===== src/rtl/adder_serial.sv =====
// Multi-cycle adder/subtractor: adds a WIDTH-bit operand pair CHUNK bits per clock,
// LSB chunk first, with a start/busy/done handshake and registered result/flags.
module adder_serial #(
    parameter int unsigned WIDTH = 8,
    parameter int unsigned CHUNK = 2
) (
    input  logic             clk,
    input  logic             rst_n,
    input  logic             start,
    input  logic [WIDTH-1:0] a,
    input  logic [WIDTH-1:0] b,
    input  logic             sub,
    input  logic             cin,
    output logic             busy,
    output logic             done,
    output logic [WIDTH-1:0] y,
    output logic             cout,
    output logic             ovf
);

    localparam int unsigned NCH = WIDTH / CHUNK;
    localparam int unsigned KW  = (NCH > 1) ? $clog2(NCH) : 1;
    localparam logic [KW-1:0] KLast = KW'(NCH - 1);

    typedef enum logic [0:0] {StIdle, StRun} state_e;

    state_e           state_q, state_d;
    logic [WIDTH-1:0] a_q, a_d;
    logic [WIDTH-1:0] b_q, b_d;      // effective B (already inverted for subtract)
    logic             carry_q, carry_d;
    logic [KW-1:0]    k_q, k_d;
    logic [WIDTH-1:0] part_q, part_d;
    logic [WIDTH-1:0] y_q, y_d;
    logic             cout_q, cout_d;
    logic             ovf_q, ovf_d;
    logic             done_q, done_d;

    logic [CHUNK-1:0] a_chunk;
    logic [CHUNK-1:0] b_chunk;
    logic [CHUNK:0]   chunk_sum;

    // Next-state logic: operand capture in idle, one chunk of ripple per run cycle.
    always_comb begin
        state_d = state_q;
        a_d     = a_q;
        b_d     = b_q;
        carry_d = carry_q;
        k_d     = k_q;
        part_d  = part_q;
        y_d     = y_q;
        cout_d  = cout_q;
        ovf_d   = ovf_q;
        done_d  = 1'b0;

        a_chunk   = a_q[k_q*CHUNK +: CHUNK];
        b_chunk   = b_q[k_q*CHUNK +: CHUNK];
        chunk_sum = {1'b0, a_chunk} + {1'b0, b_chunk} + {{CHUNK{1'b0}}, carry_q};

        unique case (state_q)
            StIdle: begin
                if (start) begin
                    a_d     = a;
                    b_d     = sub ? ~b : b;
                    carry_d = sub | cin;   // subtract forces +1 of two's complement
                    k_d     = '0;
                    state_d = StRun;
                end
            end
            StRun: begin
                part_d[k_q*CHUNK +: CHUNK] = chunk_sum[CHUNK-1:0];
                carry_d = chunk_sum[CHUNK];
                k_d     = k_q + 1'b1;
                if (k_q == KLast) begin
                    y_d    = part_d;
                    cout_d = chunk_sum[CHUNK];
                    // Carry into the MSB recovered from its sum bit: a ^ b ^ s.
                    ovf_d  = a_q[WIDTH-1] ^ b_q[WIDTH-1] ^ chunk_sum[CHUNK-1] ^ chunk_sum[CHUNK];
                    done_d = 1'b1;
                    k_d    = '0;
                    state_d = StIdle;
                end
            end
            default: state_d = StIdle;
        endcase
    end

    // State and datapath registers; reset aborts any operation in flight.
    always_ff @(posedge clk or negedge rst_n) begin
        if (!rst_n) begin
            state_q <= StIdle;
            a_q     <= '0;
            b_q     <= '0;
            carry_q <= 1'b0;
            k_q     <= '0;
            part_q  <= '0;
            y_q     <= '0;
            cout_q  <= 1'b0;
            ovf_q   <= 1'b0;
            done_q  <= 1'b0;
        end else begin
            state_q <= state_d;
            a_q     <= a_d;
            b_q     <= b_d;
            carry_q <= carry_d;
            k_q     <= k_d;
            part_q  <= part_d;
            y_q     <= y_d;
            cout_q  <= cout_d;
            ovf_q   <= ovf_d;
            done_q  <= done_d;
        end
    end

    // Outputs come straight from registers.
    always_comb begin
        busy = (state_q == StRun);
        done = done_q;
        y    = y_q;
        cout = cout_q;
        ovf  = ovf_q;
    end

endmodule

===== config.mk =====
export PLATFORM = sky130hd
export DESIGN_NAME = adder_serial
export DESIGN_NICKNAME = d
export VERILOG_FILES = /design/src/rtl/adder_serial.sv
export SDC_FILE = /design/constraint.sdc
export NUM_CORES = 1
export LEC_CHECK = 0
export BUFFER_PORTS_ARGS = -buffer_cell sky130_fd_sc_hd__buf_4
export CAP_MARGIN = 20
export CELL_PAD_IN_SITES_DETAIL_PLACEMENT = 1
export CELL_PAD_IN_SITES_GLOBAL_PLACEMENT = 1
export CORE_UTILIZATION = 41
export DETAILED_ROUTE_END_ITERATION = 10
export PLACE_DENSITY = 0.74
export SLEW_MARGIN = 20
export SYNTH_ARGS = -nofsm -noshare
export SYNTH_HDL_FRONTEND = slang
export SYNTH_SLANG_ARGS = --single-unit

===== constraint.sdc =====
create_clock -name clk -period 5.6 [get_ports clk]
set_input_delay 0.28 -clock clk [delete_from_list [all_inputs] [get_ports clk]]
set_output_delay 0.28 -clock clk [all_outputs]
set_load 0.005 [all_outputs]

==> impl_metrics.toml, run 1 <==
[outcome]
status = "finished, violations left"
violations = "DRC"

[worst_setup_path]
reg2reg_to = "part_q[7]"
reg2reg_depth = 6
path_cells = "mux4_2, fa_1, fa_1, nand2_1, nor4_1, a22o_1"
critPathArrivalTime_ns = 3.24
critPathLaunch = "k_q[0]"
endpoint_kind = "flip-flop"
worstPathRequired_ns = 5.83
slowest_delay_ns = 0.70
path_buf_inv = 0
crit_type = "reg -> reg"
path_common_cell = "fa_1"
reg2reg_from = "k_q[0]"
cp_top_family = "adder cells"
critPathMaxFanout = 14
cp-start-kind = "flip-flop"
critPathSlowestCell = "fa_1"
ff2ff_setup_slack_ns = 2.59

[routing]
wire_per_inst_um = 16.3
ant_nets = 0
drt-initial-drc-count = 113
via_per_inst = 5.27
postRouteWirelength_mm = 3.99
drc = 4
vias = 1292
drt_first_pass_iters = 6

[yosys]
syn_area_um2 = 1930
ys_seq_area_share_pct = 50.6
synth.avg_cell_area_um2 = 12.0
syn-num-nets = 190
syn_inst = 161
ys_ff_latch = 39
synth_edf_count = 0
yosys_warnings = 0
synth_flop_cell = "dfrtp_1"
yosysUniqueCellTypes = 28
async_flop_share_pct = 100

[sta]
skew_ns = 0.00676
tightest_slew_ns = 0.642
rsz0062_at_grt = "no"
relSlewSlack_pct = 57.2
fin_crit_sh_pct = 53.8
setup_viol = 0
finalSetupTns_ns = 0
layout_setup_ws_ns = 2.59
fin_crit_ns = 3.01
slew_violations = 0
max_freq_mhz = 332
hold_viol_final = 0

[global_routing]
grt_pass1_wl_mm = 6.80
grt_pass1_vias = 1403
grt_usage_pct = 17.9
grt_max_degree = 40
grt_antenna_before_repair = 0
grt.busiest_layer = "met2"
overflow = 0
grtUsageMet3_pct = 5.13
use_met2_pct = 31.8
use_met1_pct = 20.8

[floorplan]
start_util_pct = 43.4
core_um2 = 4440
num_rows = 24
die_area_um2 = 4980
fp.dieH_um = 70.6
ioPinCount = 33
die_x_um = 70.6

[layout]
finish.utilization_pct = 50.9
final_net_count = 221
synthToLayoutAreaGrowth_pct = 17.3
drive_gt1_share_pct = 30.1
final_cells = 245
diodes = 0

[place]
dp_hpwl_mm = 2.91
placed_cells = 236
io_buffers = 32
dp_slack_ns = 2.58
gp_congestion = 0.748

[worst_hold_path]
holdPathStages = 2
hp-class = "in -> reg"
hp-start = "a[2]"
min_to = "a_q[2]"

[clock_network]
cts.sink_count = 39
clk_pin_slew_ns = 0.08
cts_root_buf = "clkbuf_8"
tritoncts = "done"
cts_max_path_buffers = 2
post-cts-setup-buffer-count = 0
worstSkewPairLatency_ns = 0.29
ctsHtreeMaxLevel = 2
cts_buffers = 5

[power]
p_per_area_nw_per_um2 = 601
ir_drop_uv = 209
power.leakage_nw = 1.04

[run]
cap_violations = 0
==> flip-flops by register name, summed over array words and instances, names as in the netlist <==
name,cells
a_q,8
b_q,8
part_q,8
y,8
k_q,2
busy,1
carry_q,1
cout,1
done,1
ovf,1
==> metal layers <==
metal | part of all wire (%) | vias to the layer above
li1 | - | 623
met1 | 42 | 638
met2 | 53 | 25
met3 | 3.9 | 6
met4 | 1.3 | 0
met5 | 0 | -
==> worst max-delay path by stage <==
stage	endpoint	depth (start not counted)
floorplan	y[7]	8
global placement	part_q[7]	6
detailed placement	part_q[7]	6
CTS	part_q[7]	6
global route	y[7]	6
finish	part_q[7]	6
==> through the flow <==
step / hold slack [ns] / total power [mW] / instance area (um^2)
floorplan: -0.0156 / 0.994 / 1930
global placement: 0.273 / 1.16 / 2170
detailed placement: 0.287 / 1.19 / 2170
CTS: 0.206 / 1.38 / 2260
global route: 0.201 / 1.46 / 2260
finish: 0.214 / 1.36 / 2260
==> cell usage in the layout (no fill, tap or decap) <==
master / n
and4bb_2: 3
buf_4: 32
a32o_1: 6
o22a_1: 1
clkbuf_8: 5
mux4_2: 4
xnor2_1: 11
and4b_1: 1
ha_1: 6
nor2_1: 1
clkinv_2: 3
o31ai_1: 1
nor4_1: 1
a22o_1: 1
dfrtp_1: 39
nand2b_1: 3
o22ai_1: 2
mux2i_1: 1
mux2_4: 3
inv_1: 4
nand2b_4: 1
a21oi_1: 7
nor2b_1: 6
o21ai_0: 17
fa_1: 2
mux2_2: 7
nand2_1: 24
dlygate4sd3_1: 1
==> where the power goes <==
part / switching [mW] / total, mW / internal [mW]
clock: 0.0998 / 0.185 / 0.0853
sequential: 0.112 / 0.512 / 0.401
combinational: 0.323 / 0.662 / 0.339
==> cell usage after synthesis, drive strengths merged (2+ instances only) <==
cell type   n  area share (%)
a21oi       7             1.8
a32o        6             3.1
and4bb      3             1.9
buf         8             3.2
dfrtp      39              51
fa          2             2.1
ha          6             3.9
inv         4            0.78
mux2       10             6.4
mux4        4             4.7
nand2      24             4.7
nand2b      4             1.7
nor2b       6             1.9
o21ai      17             4.4
o22ai       2            0.65
xnor2      11             5.0
==> layout make-up <==
type                    count  area, um^2
multi-input cells         109         871
clock buffers               5        68.8
fillers                   484        2180
inverters                   4        15.0
clock inverters             3        15.0
well taps                  52        65.1
repair buffers             33         250
flip-flops and latches     39         976
==> worst register-to-register path, stage by stage (launching register included) <==
cell and delay (ns):
dfrtp_1 0.67, mux4_2 0.60, fa_1 0.42, fa_1 0.70, nand2_1 0.10, nor4_1 0.28, a22o_1 0.20
==> kinds of logic after synthesis <==
family	after synthesis	share of synthesized area (%)
compound gates	35	11.3
xor+xnor	11	5.00
fa+ha+maj	8	5.97
buf+inv	13	4.16
flops	39	50.6
mux	15	11.6
simple gates	40	11.3
==> repair_timing <==
action | in CTS | in global routing
hold endpoints to repair | 39 | 0
gates resized for setup | 0 | 0
endpoints found under the setup margin | 0 | 0
hold buffers | 1 | 0
(Power assumes the default switching activity.)
==> run 2: changes to the inputs <==
clock period = 2.85 ns   (was 5.6 ns; I/O delays follow)
==> impl_metrics.toml, run 2 (synthesis gave the netlist of run 1 again) <==
[place]
dp_hpwl_mm = 2.86
gp_congestion = 0.771
placed_area_um2 = 2180
io_buffers = 32

[routing]
ant_nets = 0
drc = 5
drt_first_pass_iters = 7
postRouteWirelength_mm = 3.91
via_per_inst = 5.25
wire_per_inst_um = 15.8
drt-initial-drc-count = 88
vias = 1297

[clock_network]
cts.sink_count = 39
post-cts-setup-buffer-count = 0
clk_pin_slew_ns = 0.07
ctsHtreeMaxLevel = 2
cts_buffers = 5
tritoncts = "done"
cts_root_buf = "clkbuf_8"
worstSkewPairLatency_ns = 0.29
cts_max_path_buffers = 2

[sta]
timing.hold.ws_ns = 0.0868
relSlewSlack_pct = 58.5
fin_crit_ns = 2.58
fin_crit_sh_pct = 90.5
hold_viol_final = 0
slew_violations = 0
skew_ns = 0.00533
tightest_slew_ns = 0.623
rsz0062_at_grt = "no"
finalSetupTns_ns = 0
max_freq_mhz = 388
setup_viol = 0

[floorplan]
die_area_um2 = 4980
fp.dieH_um = 70.6
num_rows = 24
start_util_pct = 43.4
die_x_um = 70.6
ioPinCount = 33
core_um2 = 4440

[worst_setup_path]
critPathSlowestCell = "fa_1"
critPathArrivalTime_ns = 2.80
path_cells = "mux4_2, fa_1, fa_1, nand2_1, nor4_2, o22a_1"
cp-start-kind = "flip-flop"
path_buf_inv = 0
crit_type = "reg -> reg"
path_common_cell = "fa_1"
slowest_delay_ns = 0.61
endpoint_kind = "flip-flop"
worstPathRequired_ns = 3.08
critPathMaxFanout = 5
cp_top_family = "adder cells"

[global_routing]
grt_antenna_before_repair = 0
grt_usage_pct = 17.9
grt_pass1_wl_mm = 6.87
overflow = 0
grt_pass1_vias = 1412
grt_max_degree = 40

[layout]
final_common_cell = "dfrtp_1"
n_fill_cell = 484
diodes = 0
final_net_count = 223
drive_gt1_share_pct = 30.8
fin_area_um2 = 2300
final_cell_mix = "dfrtp_1 (39), buf_4 (34), nand2_1 (24)"
synthToLayoutAreaGrowth_pct = 19.3

[run]
cap_violations = 0

[worst_hold_path]
hp-class = "in -> reg"

[outcome]
status = "finished, violations left"
violations = "DRC"

[power]
ir_drop_uv = 595
p_per_area_nw_per_um2 = 1210
power.leakage_nw = 1.06
run 2: worst register-to-register path, delay by kind of cell (launching register included):
| kind | cells | cell delay [ns] |
|---|---|---|
| adders and majority gates | 2 | 1.03 |
| muxes | 1 | 0.56 |
| DFF | 1 | 0.45 |
| AOI/OAI and AO/OA | 1 | 0.19 |
| and+or+nand+nor | 2 | 0.29 |
run 2: timing repair:
action                                  CTS  global route
resized for setup                         0             1
hold buffers                              1             0
endpoints found under the setup margin    0             2
endpoints found under the hold margin    39             0
run 2: worst paths after layout:
check,startpoint,end,slack (ns),cells past startpoint
max,k_q[0],y[7],0.27,6
min,a[4],a_q[4],0.09,2
max reg2reg,k_q[0],y[7],0.27,6
min reg2reg,y[5],y[5],0.48,2
max in group asynchronous,rst_n,y[5],2.14,2
min in group asynchronous,rst_n,y[1],0.36,2
run 2: stage by stage:
| stage | std cells | utilization (%) | total power, mW | worst slack, ns |
|---|---|---|---|---|
| 3_3_place_gp | 238 | 49.1 | 2.34 | 0.274 |
| 4_1_cts | 247 | 51.6 | 2.82 | 0.106 |
| 6_report | 247 | 51.7 | 2.78 | 0.271 |
| 5_1_grt | 247 | 51.7 | 3.03 | 0.0933 |
| 3_5_place_dp | 238 | 49.1 | 2.41 | 0.134 |
| 2_1_floorplan | 161 | - | 1.95 | 0.197 |
run 2: cell type report:
class | count | area (um^2) | area share (%)
flip-flops and latches | 39 | 976 | 42.5
multi-input cells | 109 | 877 | 38.2
repair buffers | 35 | 265 | 11.5
clock buffers | 8 | 100 | 4.35
well taps | 52 | 65.1 | 2.83
inverters | 4 | 15.0 | 0.653
run 2: metal layers:
metal | part of all wire, % | global-route usage (%) | wire, um
met1 | 44 | 22.7 | 1730
met3 | 3.9 | 4.70 | 154
met4 | 0.92 | 6.00 | 36
met5 | 0 | 0 | 0
met2 | 51 | 30.0 | 1980
run 2: where the power goes:
group | switching, mW | internal [mW] | total, mW
Combinational | 0.667 | 0.724 | 1.39
Sequential | 0.199 | 0.788 | 0.987
Clock | 0.183 | 0.221 | 0.404
==> run 3: changes to the inputs <==
REMOVE_ABC_BUFFERS = 1   (was unset)
==> impl_metrics.toml, run 3 (synthesis gave the netlist of run 1 again) <==
[outcome]
status = "finished, violations left"
violations = "DRC"

[power]
power.leakage_nw = 1.06
ir_drop_uv = 450
p_total_mw = 2.79
p_per_area_nw_per_um2 = 1210

[sta]
slew_violations = 0
finalSetupTns_ns = 0
fin_crit_sh_pct = 89.9
skew_ns = 0.00653
fin_crit_ns = 2.56
rsz0062_at_grt = "no"
setup_viol = 0
max_freq_mhz = 390
relSlewSlack_pct = 58.8
tightest_slew_ns = 0.618
hold_viol_final = 0

[clock_network]
clk_pin_slew_ns = 0.08
ctsHtreeMaxLevel = 2
cts_root_buf = "clkbuf_8"
tritoncts = "done"
cts_max_path_buffers = 2
worstSkewPairLatency_ns = 0.29
cts.sink_count = 39
post-cts-setup-buffer-count = 0
cts_buffers = 5

[routing]
drc = 3
drt-initial-drc-count = 31
postRouteWirelength_mm = 3.90
vias = 1313
drt_first_pass_iters = 7
wire_per_inst_um = 15.8
via_per_inst = 5.32
ant_nets = 0

[worst_hold_path]
hp-class = "in -> reg"

[floorplan]
fp.dieH_um = 70.6
die_area_um2 = 4980
ioPinCount = 33
num_rows = 24
start_util_pct = 43.4
die_x_um = 70.6
core_um2 = 4440

[global_routing]
grt_pass1_vias = 1367
grt_usage_pct = 17.9
grt_pass1_wl_mm = 6.84
grt_max_degree = 40
grt_antenna_before_repair = 0
overflow = 0

[worst_setup_path]
critPathArrivalTime_ns = 2.80
path_common_cell = "fa_1"
crit_type = "reg -> reg"
critPathSlowestCell = "fa_1"
path_cells = "mux4_2, fa_1, fa_1, nand2_1, nor4_2, o22a_1"
cp-start-kind = "flip-flop"
critPathMaxFanout = 4
worstPathRequired_ns = 3.08
slowest_delay_ns = 0.56
endpoint_kind = "flip-flop"

[layout]
diodes = 0
final_net_count = 223
final_cell_mix = "dfrtp_1 (39), buf_4 (34), nand2_1 (24)"
finish.utilization_pct = 51.7
final_common_cell = "dfrtp_1"
fin_area_um2 = 2300
drive_gt1_share_pct = 30.8
synthToLayoutAreaGrowth_pct = 19.3

[place]
placed_area_um2 = 2180
gp_congestion = 0.750
io_buffers = 32
dp_hpwl_mm = 2.90

[run]
cap_violations = 0
==> run 3: cell counts in the layout (fill, tap and decap cells not counted) <==
No cell type changed its count.
==> run 3: critical path: cells and delay by family, from the launching register on <==
family	cells	cell delay [ns]
AO/OA/AOI/OAI	1	0.20
AND/OR/NAND/NOR	2	0.32
flip-flops	1	0.45
adder cells (fa/ha/maj)	2	0.98
multiplexers	1	0.55
==> run 3: power by group <==
part           total [mW]  switching, mW  internal, mW
Sequential          0.982          0.194         0.788
Clock               0.408          0.188         0.221
Combinational        1.40          0.682         0.719
Total                2.79           1.06          1.73
==> run 3: worst paths after layout <==
kind / endpoint / start / slack (ns) / cells after the start
setup reg to reg: y[7] / k_q[0] / 0.29 / 6
min in group asynchronous: y[0] / rst_n / 0.36 / 2
hold reg to reg: y[4] / y[4] / 0.49 / 2
max in group asynchronous: b_q[7] / rst_n / 2.13 / 2
hold / removal: a_q[4] / a[4] / 0.08 / 2
setup / recovery: y[7] / k_q[0] / 0.29 / 6
==> run 3: final cells by class <==
| class | instances | area [um^2] |
|---|---|---|
| Timing Repair Buffer | 35 | 265 |
| Clock buffer | 8 | 100 |
| Multi-Input combinational cell | 109 | 877 |
| Fill cell | 485 | 2150 |
| Sequential cell | 39 | 976 |
| Inverter | 4 | 15.0 |
| Tap cell | 52 | 65.1 |
==> run 3: timing repair <==
item	4_1_cts	5_1_grt
hold buffers	1	0
gates resized for setup	0	1
endpoints found under the setup margin	0	2
endpoints found under the hold margin	39	0
==> run 3: per-stage QoR <==
stage,cells,setup slack [ns],hold slack [ns]
after detailed placement,238,0.166,0.147
after global routing,247,0.132,0.0710
final,247,0.288,0.0811
after floorplan,152,0.138,-0.153
after CTS,247,0.144,0.0670
after global placement,238,0.323,0.141
==> run 3: metal layers <==
| metal | vias up | share of wire [%] | global-route usage (%) | wire length (um) |
|---|---|---|---|---|
| met5 | - | 0 | 0 | 0 |
| met4 | 0 | 1.6 | 6.67 | 63 |
| met3 | 5 | 3.8 | 4.70 | 147 |
| met2 | 28 | 50 | 32.0 | 1960 |
| met1 | 655 | 44 | 20.8 | 1730 |
| li1 | 625 | - | - | - |
